**src/rtl/core_seq_if.sv**
```systemverilog
// Instruction- and data-memory handshake bundle between the sequencer (master)
// and the memory side (slave).
interface core_seq_if;
    logic        imem_req;
    logic [31:0] imem_addr;
    logic        imem_ack;
    logic [31:0] imem_rdata;
    logic        dmem_req;
    logic        dmem_we;
    logic        dmem_ack;

    modport master (
        output imem_req, imem_addr, dmem_req, dmem_we,
        input  imem_ack, imem_rdata, dmem_ack
    );
    modport slave (
        input  imem_req, imem_addr, dmem_req, dmem_we,
        output imem_ack, imem_rdata, dmem_ack
    );
endinterface

```
**src/rtl/core_sequencer.sv**
```systemverilog
// Multi-cycle RV32I control FSM: owns PC and instret, runs the memory handshakes
// and sequences decode/ALU/memory/register-file strobes per opcode.
module core_sequencer #(
    parameter logic [31:0] RESET_PC    = 32'h0000_0000,
    parameter int          MEM_TIMEOUT = 255
) (
    input  logic        clk,
    input  logic        rst,
    core_seq_if.master  mem,
    output logic [31:0] instr,
    output logic        instr_valid,
    input  logic [31:0] imm,
    input  logic [31:0] rs1_data,
    input  logic        branch_taken,
    output logic        alu_en,
    output logic        rf_we,
    output logic [31:0] pc,
    output logic [31:0] instret,
    output logic        trap,
    output logic [1:0]  trap_cause
);
    localparam logic [6:0] OP_LUI    = 7'b0110111;
    localparam logic [6:0] OP_AUIPC  = 7'b0010111;
    localparam logic [6:0] OP_JAL    = 7'b1101111;
    localparam logic [6:0] OP_JALR   = 7'b1100111;
    localparam logic [6:0] OP_BRANCH = 7'b1100011;
    localparam logic [6:0] OP_LOAD   = 7'b0000011;
    localparam logic [6:0] OP_STORE  = 7'b0100011;
    localparam logic [6:0] OP_OPIMM  = 7'b0010011;
    localparam logic [6:0] OP_OP     = 7'b0110011;
    localparam logic [6:0] OP_FENCE  = 7'b0001111;
    // Count of prior no-ack cycles at which the current no-ack cycle times out.
    localparam logic [7:0] TO_LAST   = 8'(MEM_TIMEOUT - 1);

    typedef enum logic [2:0] {S_FETCH, S_DECODE, S_EXECUTE, S_MEM, S_WB, S_TRAP} state_e;

    state_e      state_q;
    logic [31:0] pc_q, instr_q, instret_q;
    logic [7:0]  cnt_q;
    logic        imem_req_q, instr_valid_q, alu_en_q, dmem_req_q, dmem_we_q, rf_we_q, trap_q;
    logic [1:0]  cause_q;

    logic [6:0]  opc;
    logic        legal, is_mem, is_store, writes_rd;
    logic [31:0] npc_d;
    logic        npc_mis;

    assign opc = instr_q[6:0];

    always_comb begin
        legal     = 1'b1;
        is_mem    = 1'b0;
        is_store  = 1'b0;
        writes_rd = 1'b0;
        case (opc)
            OP_LUI, OP_AUIPC, OP_JAL, OP_JALR, OP_OPIMM, OP_OP: writes_rd = 1'b1;
            OP_LOAD:             begin is_mem = 1'b1; writes_rd = 1'b1; end
            OP_STORE:            begin is_mem = 1'b1; is_store  = 1'b1; end
            OP_BRANCH, OP_FENCE: ;
            default:             legal = 1'b0;
        endcase
    end

    always_comb begin
        npc_d = pc_q + 32'd4;
        if (opc == OP_JAL || (opc == OP_BRANCH && branch_taken))
            npc_d = pc_q + imm;
        else if (opc == OP_JALR)
            npc_d = (rs1_data + imm) & ~32'h1;
        npc_mis = |npc_d[1:0];
    end

    always_ff @(posedge clk) begin
        if (rst) begin
            state_q       <= S_FETCH;
            pc_q          <= RESET_PC;
            instr_q       <= '0;
            instret_q     <= '0;
            cnt_q         <= '0;
            imem_req_q    <= 1'b0;
            instr_valid_q <= 1'b0;
            alu_en_q      <= 1'b0;
            dmem_req_q    <= 1'b0;
            dmem_we_q     <= 1'b0;
            rf_we_q       <= 1'b0;
            trap_q        <= 1'b0;
            cause_q       <= 2'd0;
        end else begin
            instr_valid_q <= 1'b0;
            alu_en_q      <= 1'b0;
            rf_we_q       <= 1'b0;
            case (state_q)
                S_FETCH: begin
                    // First FETCH after reset only raises the request.
                    if (!imem_req_q) begin
                        imem_req_q <= 1'b1;
                        cnt_q      <= '0;
                    end else if (mem.imem_ack) begin
                        instr_q       <= mem.imem_rdata;
                        imem_req_q    <= 1'b0;
                        instr_valid_q <= 1'b1;
                        state_q       <= S_DECODE;
                    end else if (cnt_q == TO_LAST) begin
                        imem_req_q <= 1'b0;
                        trap_q     <= 1'b1;
                        cause_q    <= 2'd2;
                        state_q    <= S_TRAP;
                    end else begin
                        cnt_q <= cnt_q + 8'd1;
                    end
                end
                S_DECODE: begin
                    if (!legal) begin
                        trap_q  <= 1'b1;
                        cause_q <= 2'd0;
                        state_q <= S_TRAP;
                    end else begin
                        alu_en_q <= 1'b1;
                        state_q  <= S_EXECUTE;
                    end
                end
                S_EXECUTE: begin
                    if (is_mem) begin
                        dmem_req_q <= 1'b1;
                        dmem_we_q  <= is_store;
                        cnt_q      <= '0;
                        state_q    <= S_MEM;
                    end else begin
                        rf_we_q <= writes_rd;
                        state_q <= S_WB;
                    end
                end
                S_MEM: begin
                    if (mem.dmem_ack) begin
                        dmem_req_q <= 1'b0;
                        dmem_we_q  <= 1'b0;
                        rf_we_q    <= writes_rd;
                        state_q    <= S_WB;
                    end else if (cnt_q == TO_LAST) begin
                        dmem_req_q <= 1'b0;
                        dmem_we_q  <= 1'b0;
                        trap_q     <= 1'b1;
                        cause_q    <= 2'd3;
                        state_q    <= S_TRAP;
                    end else begin
                        cnt_q <= cnt_q + 8'd1;
                    end
                end
                S_WB: begin
                    if (npc_mis) begin
                        trap_q  <= 1'b1;
                        cause_q <= 2'd1;
                        state_q <= S_TRAP;
                    end else begin
                        pc_q       <= npc_d;
                        instret_q  <= instret_q + 32'd1;
                        imem_req_q <= 1'b1;
                        cnt_q      <= '0;
                        state_q    <= S_FETCH;
                    end
                end
                S_TRAP:  ;
                default: state_q <= S_TRAP;
            endcase
        end
    end

    assign mem.imem_req  = imem_req_q;
    assign mem.imem_addr = pc_q;
    assign mem.dmem_req  = dmem_req_q;
    assign mem.dmem_we   = dmem_we_q;
    assign instr         = instr_q;
    assign instr_valid   = instr_valid_q;
    assign alu_en        = alu_en_q;
    // A JALR target is only known from rs1_data in WRITEBACK, so a misaligned
    // target suppresses the already-registered write strobe.
    assign rf_we         = rf_we_q & ~((state_q == S_WB) & npc_mis);
    assign pc            = pc_q;
    assign instret       = instret_q;
    assign trap          = trap_q;
    assign trap_cause    = cause_q;
endmodule

```
**src/flat_wrapper.sv**
```systemverilog
// flat-port wrapper written by rule: the top's interface ports become plain ports
module core_sequencer_flat 
#(
    parameter logic [31:0] RESET_PC    = 32'h0000_0000,
    parameter int          MEM_TIMEOUT = 255
)
  (clk, rst, instr, instr_valid, imm, rs1_data, branch_taken, alu_en, rf_we, pc, instret, trap, trap_cause, mem_imem_req, mem_imem_addr, mem_dmem_req, mem_dmem_we, mem_imem_ack, mem_imem_rdata, mem_dmem_ack);
  core_seq_if mem_i ();
  input  logic clk;
  input  logic rst;
  output logic [31:0] instr;
  output logic instr_valid;
  input  logic [31:0] imm;
  input  logic [31:0] rs1_data;
  input  logic branch_taken;
  output logic alu_en;
  output logic rf_we;
  output logic [31:0] pc;
  output logic [31:0] instret;
  output logic trap;
  output logic [1:0] trap_cause;
  output wire logic [$bits(mem_i.imem_req)-1:0] mem_imem_req;
  output wire logic [$bits(mem_i.imem_addr)-1:0] mem_imem_addr;
  output wire logic [$bits(mem_i.dmem_req)-1:0] mem_dmem_req;
  output wire logic [$bits(mem_i.dmem_we)-1:0] mem_dmem_we;
  input wire logic [$bits(mem_i.imem_ack)-1:0] mem_imem_ack;
  input wire logic [$bits(mem_i.imem_rdata)-1:0] mem_imem_rdata;
  input wire logic [$bits(mem_i.dmem_ack)-1:0] mem_dmem_ack;
  assign mem_imem_req = mem_i.imem_req;
  assign mem_imem_addr = mem_i.imem_addr;
  assign mem_dmem_req = mem_i.dmem_req;
  assign mem_dmem_we = mem_i.dmem_we;
  assign mem_i.imem_ack = mem_imem_ack;
  assign mem_i.imem_rdata = mem_imem_rdata;
  assign mem_i.dmem_ack = mem_dmem_ack;
  core_sequencer #(.RESET_PC(RESET_PC), .MEM_TIMEOUT(MEM_TIMEOUT)) u_core (.clk(clk), .rst(rst), .mem(mem_i), .instr(instr), .instr_valid(instr_valid), .imm(imm), .rs1_data(rs1_data), .branch_taken(branch_taken), .alu_en(alu_en), .rf_we(rf_we), .pc(pc), .instret(instret), .trap(trap), .trap_cause(trap_cause));
endmodule
```
**config.mk**
```make
export PLATFORM = sky130hd
export DESIGN_NAME = core_sequencer_flat
export DESIGN_NICKNAME = d
export VERILOG_FILES = /design/src/rtl/core_seq_if.sv /design/src/rtl/core_sequencer.sv /design/src/flat_wrapper.sv
export SDC_FILE = /design/constraint.sdc
export NUM_CORES = 1
export LEC_CHECK = 0
export CAP_MARGIN = 40
export CORE_MARGIN = 5
export CORE_UTILIZATION = 45
export DETAILED_ROUTE_END_ITERATION = 10
export GPL_ROUTABILITY_DRIVEN = 0
export PLACE_DENSITY = 0.75
export RECOVER_POWER = 25
export SLEW_MARGIN = 5
export SYNTH_ARGS = -nofsm -noshare
export SYNTH_HDL_FRONTEND = slang
export SYNTH_SLANG_ARGS = --single-unit
export TNS_END_PERCENT = 100
```
**constraint.sdc**
```tcl
create_clock -name clk -period 4 [get_ports clk]
set_input_delay 0.4 -clock clk [delete_from_list [all_inputs] [get_ports clk]]
set_output_delay 0.4 -clock clk [all_outputs]
set_load 0.05 [all_outputs]
```
==> summary.txt, run 1 <==
Placement
  – IO Port Bufs: 237
  – Area after DPL: 11520 um2
  – Dpl hpwl: 22010 um

Critical path
  – Critical Path Stages: 11
  – Startpoint types: flop
  – Critical Path Source: u_core.mem.imem_addr[0]
  – WP data required: around 4.3 ns
  – Max stage delay cell, worst path: fa_1
  – CP Class: reg -> reg
  – Reg-to-reg slack, setup: about 0.54 ns
  – Crit path DAT: 3.78 ns
  – Crit-path max FO: 5
  – Crit-path max cell delay: 0.43 ns
  – CP most frequent cell: nand4_1
  – CP endpoint kind: flop
  – Crit path to: u_core.mem.imem_addr[30]
  – Critical-path cell list: ha_1 -> fa_1 -> a211oi_1 -> o21ai_0 -> nand4_1 -> a21oi_1 -> a31o_2 -> a41o_1 -> nand4_1 -> mux2_2 -> a221oi_1
  – Reg2reg end: u_core.mem.imem_addr[30]
  – Worst reg2reg startpoint: u_core.mem.imem_addr[0]
  – WP buf/inv: 0
  – Reg2reg path depth: 11
  – Delay-heaviest family, CP: compound AO/OA/AOI/OAI gates

Floorplanning
  – Initial Utilization: 45.40%
  – Core box area: 20100 um2
  – Die area: between 20000 and 25000 um2
  – Die Ht: around 150 um
  – Die Wd: 152.4 um
  – FP Rows: 52
  – I/O Pins: 238

Clock network
  – Cts-stage hold buffer count: 0
  – Post-CTS sizing: 0
  – CTS Root Buffer Type: clkbuf_16
  – Clk sinks: 116
  – H-tree levels: 4
  – Clock buffer depth: 2
  – Clock Latency Late Sink: between 0.4 and 0.5 ns
  – Num CTS Buffers: 17
  – # Post-CTS Setup Buffers: 0
  – Worst-path clk slew: approximately 0.050 ns
  – CTS tree: done

STA
  – Slew Limit Headroom: -9.869%
  – RSZ-0062 raised after global routing: false
  – Layout Skew: slightly below 0.008 ns
  – TNS Setup: 0 ns
  – Final hold violation count: 0
  – Number of endpoints failing setup at the final stage: 0
  – Fin crit period: between 3 and 4 ns
  – Slew Viols, Final: 36
  – Tcrit/Tclk final: 86.52%
  – Fmax: about 290 MHz
  – Slew @ Worst Pin: 1.648 ns

Routing
  – WL met3: 1854 um
  – Max layer used: met4
  – Drt pass-1 iters: 5
  – Via density: 5.700
  – Starting DRT DRC Count: 847
  – Metal-1 WL: around 13000 um
  – Routed Antenna Nets: 0
  – WL/cell: 17.36 um
  – Detailed Route WL: 29230 um
  – Met2 wire length: 14060 um
  – Remaining routing DRC violations: 0
  – Vias post-DR: between 9000 and 10000

Logic synthesis
  – Synth async-reset ratio: 0%
  – Synth Flop Type: dfxtp_1
  – Biggest area consumer among synthesized cells: dfxtp_1
  – Area fraction of the dominant cell type after synthesis: between 20% and 30%
  – Synth Warn #: 0
  – Post-synth EDFFs: 0
  – Mapped Avg Cell Area: approximately 7.5 um2
  – Yosys cell types: 76
  – Syn Nets: around 1400
  – Post-Syn Instances: 1212
  – Post-Syn Area: 9128 um2
  – Synth area leaders: dfxtp_1 25%, ha_1 8.9%, nand2_1 6.7%, a21oi_1 6.0%, xnor2_1 4.9%
  – Seq/Total Area, Yosys: 25.44%
  – Flop and latch count out of synthesis: between 100 and 150

Layout
  – Final instance area: 12100 um2
  – Ratio of cells with drive above 1 in the final layout: ~5.0%
  – Layout Nets: 1570
  – Area Growth Syn to Fin: 32.53%
  – Diode count: 0

Run status
  – Status: finished, violations left
  – Failing checks: max-capacitance violations, max-slew violations

Pwr
  – Max IR drop VDD: 0.2190 mV
  – Switch share: 31.16%
  – P_sw: 1.123 mW
  – Clock power share: 41.7%
  – Flop pwr share: 34.2%
  – Pwr dens: 297.9 nW/um2
  – Leakage power: 4.814 nW
  – Total power draw: between 3 and 4 mW
  – Combinational share of power: 24.1%
  – Internal power: 2.481 mW

Global route
  – GR Util All Layers: approximately a quarter
  – Largest net degree at the start of global routing: 75
  – First-pass GRT wire length: 46760 um
  – Total global routing overflow: 0
  – Initial antenna violation count: 0
  – Vias in the first global route: 9014

Job
  – Max Cap Violations: 1

Worst hold path
  – Worst hold path class: reg -> reg
-- placed cells by master, fill, tap and decap left out, drive strengths merged, types with 10 or more instances in the layout --
master,netlist,routed
a211oi,23,23
xnor2,51,51
nand2,165,165
a311oi,14,14
clkdlybuf4s50,0,189
a31oi,12,12
dlygate4sd3,0,46
ha,65,65
nand4,19,19
a21o,30,30
o21ai,68,68
clkbuf,48,20
o21a,10,10
or3,12,12
and2,21,21
dfxtp,116,116
nand2b,10,10
nor2,120,120
o211ai,15,15
xor2,49,49
buf,36,19
inv,27,27
and3,15,15
nor3,26,26
a21oi,110,110
nand3,34,34
-- final cells by class --
class | instances | area, um2
Clock buffer | 19 | 442.9
Clock inverter | 12 | 133.9
Fill cell | 1766 | 8008
Inverter | 27 | 101.3
Multi-Input combinational cell | 985 | 6264
Sequential cell | 116 | 2322
Tap cell | 270 | 337.8
Timing Repair Buffer | 255 | 2495
-- worst reg2reg max path, cell delays in order (launching register included) --
cell and delay, ns:
dfxtp_1 0.41, ha_1 0.30, fa_1 0.43, a211oi_1 0.38, o21ai_0 0.28, nand4_1 0.19
a21oi_1 0.12, a31o_2 0.29, a41o_1 0.27, nand4_1 0.10, mux2_2 0.33, a221oi_1 0.26
-- power by group through the flow --
stage / combinational, mW / clock [mW] / sequential (mW)
after floorplan: 0.478 / 0 / 1.35
after global placement: 0.856 / 0 / 1.26
after detailed placement: 0.865 / 0 / 1.26
after CTS: 0.872 / 1.51 / 1.23
after global routing: 0.943 / 1.58 / 1.24
final: 0.870 / 1.50 / 1.23
-- stage by stage --
step                      setup slack [ns]  util [%]  cells  hold slack [ns]
after global placement             0.04264     57.30   1652           0.4412
final                               0.5391     60.17   1684           0.4467
after floorplan                     0.6148         -   1212           0.4938
after CTS                           0.6091     60.19   1684           0.4549
after detailed placement            0.2376     57.32   1653           0.4470
after global routing                0.3230     60.17   1684           0.4703
-- registers in the layout, indices dropped and copies added, names as in the netlist --
name	cells
u_core.mem.imem_req	1
u_core.mem.imem_addr	32
u_core.cnt_q	8
u_core.alu_en	1
u_core.trap_cause	2
u_core.trap	1
u_core.mem.dmem_we	1
u_core.instr	32
u_core.state_q	3
u_core.instr_valid	1
u_core.mem.dmem_req	1
u_core.instret	32
u_core.rf_we_q	1
-- synthesized netlist by cell type (5+ instances only) --
cell type  instances
a211oi_1          22
clkbuf_1          48
nand2_1          164
buf_4             32
o211ai_1          15
or2_2              8
or3_1             12
a31oi_1           12
xnor2_1           51
mux2i_1            5
o21ai_0           64
dfxtp_1          116
nand3_1           34
o21a_1            10
ha_1              65
nor2_1           118
nand4_1           17
and2_1            19
xor2_1            49
nor4_1             7
nor3_1            26
nand2b_1          10
o22ai_1            8
inv_1             27
a21oi_1          110
o21bai_1           6
and4_1             7
and3_1            15
a21o_1            30
o31ai_1            8
a311oi_1          14
-- kinds of logic after synthesis --
| family | after synthesis | share of synthesized area, % |
|---|---|---|
| XOR/XNOR | 100 | 9.596 |
| AO/OA/AOI/OAI | 354 | 25.09 |
| buffers and inverters | 111 | 6.059 |
| multiplexers | 6 | 0.6717 |
| AND/OR/NAND/NOR | 458 | 23.80 |
| flip-flops | 116 | 25.44 |
| adder cells (fa/ha/maj) | 67 | 9.349 |
-- metal layers --
| metal | GRT usage, % | up-vias |
|---|---|---|
| met3 | 4.203 | 30 |
| li1 | - | 4737 |
| met1 | 31.51 | 4473 |
| met2 | 41.45 | 358 |
| met4 | 5.006 | 0 |
| met5 | 0 | - |
-- worst min path at each step --
stage	slack, ns	to	depth (start not counted)	startpoint
2_1_floorplan	0.49	u_core.cnt_q[2]	1	u_core.cnt_q[2]
3_3_place_gp	0.44	u_core.instr[12]	2	u_core.instr[12]
3_5_place_dp	0.45	u_core.instr[12]	2	u_core.instr[12]
4_1_cts	0.45	u_core.instr[14]	2	u_core.instr[14]
5_1_grt	0.47	u_core.instr[31]	2	u_core.instr[31]
6_report	0.45	u_core.instr[14]	2	u_core.instr[14]
No activity file was read; power rests on OpenSTA's default activity.
==> run 2: changes to the inputs <==
--- a/config.mk
+++ b/config.mk
@@ -16,4 +16,3 @@
 export SYNTH_ARGS = -nofsm -noshare
 export SYNTH_HDL_FRONTEND = slang
 export SYNTH_SLANG_ARGS = --single-unit
-export TNS_END_PERCENT = 100
==> results of run 2 <==
No change in the layout: final DEF, timing and power equal those of run 1.
==> run 3: changes to the inputs <==
--- a/config.mk
+++ b/config.mk
@@ -6,11 +6,13 @@
 export NUM_CORES = 1
 export LEC_CHECK = 0
 export CAP_MARGIN = 40
+export CORE_ASPECT_RATIO = 2
 export CORE_MARGIN = 5
 export CORE_UTILIZATION = 45
 export DETAILED_ROUTE_END_ITERATION = 10
 export GPL_ROUTABILITY_DRIVEN = 0
-export PLACE_DENSITY = 0.75
+export MAX_ROUTING_LAYER = met4
+export PLACE_DENSITY = 0.81
 export RECOVER_POWER = 25
 export SLEW_MARGIN = 5
 export SYNTH_ARGS = -nofsm -noshare
==> run 3 against run 2 <==
The flow still finishes with violations (max-capacitance violations, max-slew violations). Die area increased by 0.74%. Wire length increased by 6.7%. Final area increased by 0.32%. Total power increased by 0.23%. Critical endpoint unchanged. Largest power group unchanged.
==> summary.txt, run 3 (same netlist as run 1, synthesis figures left out) <==
Critical path
  – Delay-heaviest family, CP: compound AO/OA/AOI/OAI gates (unchanged)
  – CP endpoint kind: flop (unchanged)
  – WP buf/inv: 2 (was 0)
  – Crit path DAT: 3.82 ns (was 3.78 ns)
  – CP Class: in -> reg (was reg -> reg)
  – Startpoint types: input pin (was flop)
  – CP most frequent cell: nand4_1 (unchanged)
  – Crit-path max FO: 4 (was 5)
  – WP data required: 4.33 ns (was 4.32 ns)
  – Critical-path cell list: clkdlybuf4s50_1 -> buf_4 -> ha_1 -> fa_1 -> a211oi_1 -> o21ai_0 -> nand4_1 -> a21oi_1 -> a31o_2 -> a41o_1 -> nand4_1 -> mux2_2 -> a221oi_1 (was ha_1 -> fa_1 -> a211oi_1 -> o21ai_0 -> nand4_1 -> a21oi_1 -> a31o_2 -> a41o_1 -> nand4_1 -> mux2_2 -> a221oi_1)
  – Max stage delay cell, worst path: fa_1 (unchanged)
  – Crit-path max cell delay: 0.43 ns (about the same)

Routing
  – WL/cell: 18.54 um (was 17.36 um)
  – Remaining routing DRC violations: 0 (unchanged)
  – Routed Antenna Nets: 0 (unchanged)
  – Met2 wire length: 16980 um (was 14060 um)
  – Starting DRT DRC Count: 682 (was 847)
  – Drt pass-1 iters: 5 (unchanged)
  – Max layer used: met4 (unchanged)
  – Metal-1 WL: 10830 um (was 12900 um)
  – WL met3: 1461 um (was 1854 um)
  – Vias post-DR: 10040 (was 9598)
  – Detailed Route WL: 31180 um (was 29230 um)
  – Via density: 5.969 (was 5.700)

STA
  – Slew Viols, Final: 34 (was 36)
  – Slew @ Worst Pin: 1.531 ns (was 1.648 ns)
  – Number of endpoints failing setup at the final stage: 0 (unchanged)
  – RSZ-0062 raised after global routing: false (unchanged)
  – Fmax: 286.6 MHz (was 288.9 MHz)
  – Slew Limit Headroom: -2.035% (was -9.869%)
  – Fin crit period: 3.489 ns (was 3.461 ns)
  – Final hold slack: 0.4490 ns (was 0.4467 ns)
  – Layout Skew: 0.01569 ns (was 0.007795 ns)
  – TNS Setup: 0 ns (unchanged)
  – Final hold violation count: 0 (unchanged)
  – Tcrit/Tclk final: 87.22% (was 86.52%)

Pwr
  – Switch share: 30.00% (was 31.16%)
  – P_sw: 1.083 mW (was 1.123 mW)
  – Leakage power: 4.903 nW (was 4.814 nW)
  – Pwr dens: 297.6 nW/um2 (was 297.9 nW/um2)
  – Clock power share: 41.3% (was 41.7%)
  – Combinational share of power: 24.5% (was 24.1%)
  – Internal power: 2.528 mW (was 2.481 mW)
  – Max IR drop VDD: 0.2922 mV (was 0.2190 mV)
  – Flop pwr share: 34.1% (was 34.2%)

Placement
  – IO Port Bufs: 237 (unchanged)
  – Dpl hpwl: 23950 um (was 22010 um)
  – Total instance count after detailed placement: 1651 (was 1653)

Floorplanning
  – Core box area: 19910 um2 (was 20100 um2)
  – FP Rows: 73 (was 52)
  – I/O Pins: 238 (unchanged)
  – Die Ht: 211.4 um (was 152.4 um)
  – Die Wd: 110.7 um (was 152.4 um)
  – Die area: 23400 um2 (was 23230 um2)
  – Initial Utilization: 45.84% (was 45.40%)

Clock network
  – Clock Latency Late Sink: 0.42 ns (about the same)
  – # Post-CTS Setup Buffers: 0 (unchanged)
  – Cts-stage hold buffer count: 0 (unchanged)
  – Worst-path clk slew: 0.06 ns (was 0.05 ns)
  – Clk sinks: 116 (unchanged)
  – CTS Root Buffer Type: clkbuf_16 (unchanged)
  – CTS tree: done (unchanged)
  – H-tree levels: 4 (unchanged)
  – Clock buffer depth: 2 (unchanged)
  – Num CTS Buffers: 17 (unchanged)
  – Post-CTS sizing: 0 (unchanged)

Global route
  – GR Util All Layers: 26.39% (was 23.96%)
  – First-pass GRT wire length: 49540 um (was 46760 um)
  – Largest net degree at the start of global routing: 63 (was 75)
  – Vias in the first global route: 10082 (was 9014)
  – Total global routing overflow: 0 (unchanged)
  – Initial antenna violation count: 1 (was 0)

Layout
  – Final Util: 60.95% (was 60.17%)
  – Most used cells in the layout excluding fill and tap cells: 176 x clkdlybuf4s50_1, 164 x nand2_1, 118 x nor2_1 (was 189 x clkdlybuf4s50_1, 164 x nand2_1, 118 x nor2_1)
  – Ratio of cells with drive above 1 in the final layout: 5.078% (was 4.950%)
  – Finished Layout Cells: 1682 (was 1684)
  – Area Growth Syn to Fin: 32.95% (was 32.53%)
  – Commonest non-fill, non-tap cell in the layout: clkdlybuf4s50_1 (unchanged)
  – Layout Nets: 1576 (was 1570)

Run status
  – Failing checks: max-capacitance violations, max-slew violations (unchanged)
  – Status: finished, violations left (unchanged)

Job
  – Max Cap Violations: 1 (unchanged)

Worst hold path
  – Worst hold path class: reg -> reg (unchanged)
[run 3: cell type report]
class | instances | area, um2
antenna | 2 | 5.005
clock buffer | 25 | 495.5
clock inverter | 4 | 72.57
fill | 1797 | 7776
inverter | 27 | 101.3
multi-input combinational | 985 | 6264
sequential | 116 | 2322
tap | 262 | 327.8
timing repair buffer | 261 | 2547
[run 3: final timing paths]
path | slack (ns) | start | end | cells past startpoint
max | 0.51 | imm[0] | u_core.mem.imem_addr[30] | 13
max reg2reg | 0.65 | u_core.mem.imem_addr[0] | u_core.mem.imem_addr[30] | 11
min | 0.45 | u_core.instr[14] | u_core.instr[14] | 2
min reg2reg | 0.45 | u_core.instr[14] | u_core.instr[14] | 2
[run 3: per-layer routing]
layer | vias up | GRT usage (%)
li1 | 4742 | -
met1 | 4724 | 24.66
met2 | 439 | 49.87
met3 | 135 | 4.090
met4 | 0 | 16.07
met5 | - | -
[run 3: worst reg2reg max path, cell delays in order (launching register included)]
cell	delay, ns
dfxtp_1	0.37
ha_1	0.27
fa_1	0.43
a211oi_1	0.33
o21ai_0	0.25
nand4_1	0.17
a21oi_1	0.13
a31o_2	0.31
a41o_1	0.28
nand4_1	0.12
mux2_2	0.34
a221oi_1	0.27
[run 3: metrics by stage]
stage                     setup WS [ns]  total power [mW]  instance area (um2)
final                            0.5114             3.612                12140
after global routing             0.3638             3.745                12130
after CTS                        0.5756             3.627                12130
after detailed placement         0.1616             2.138                11570
after global placement           0.2010             2.120                11550
after floorplan                  0.6148             1.825                 9128
[run 3: power by group through the flow]
stage | Sequential (mW) | Clock (mW) | Combinational, mW
2_1_floorplan | 1.35 | 0 | 0.478
3_5_place_dp | 1.26 | 0 | 0.881
5_1_grt | 1.24 | 1.55 | 0.955
3_3_place_gp | 1.26 | 0 | 0.865
6_report | 1.23 | 1.49 | 0.886
4_1_cts | 1.23 | 1.51 | 0.886
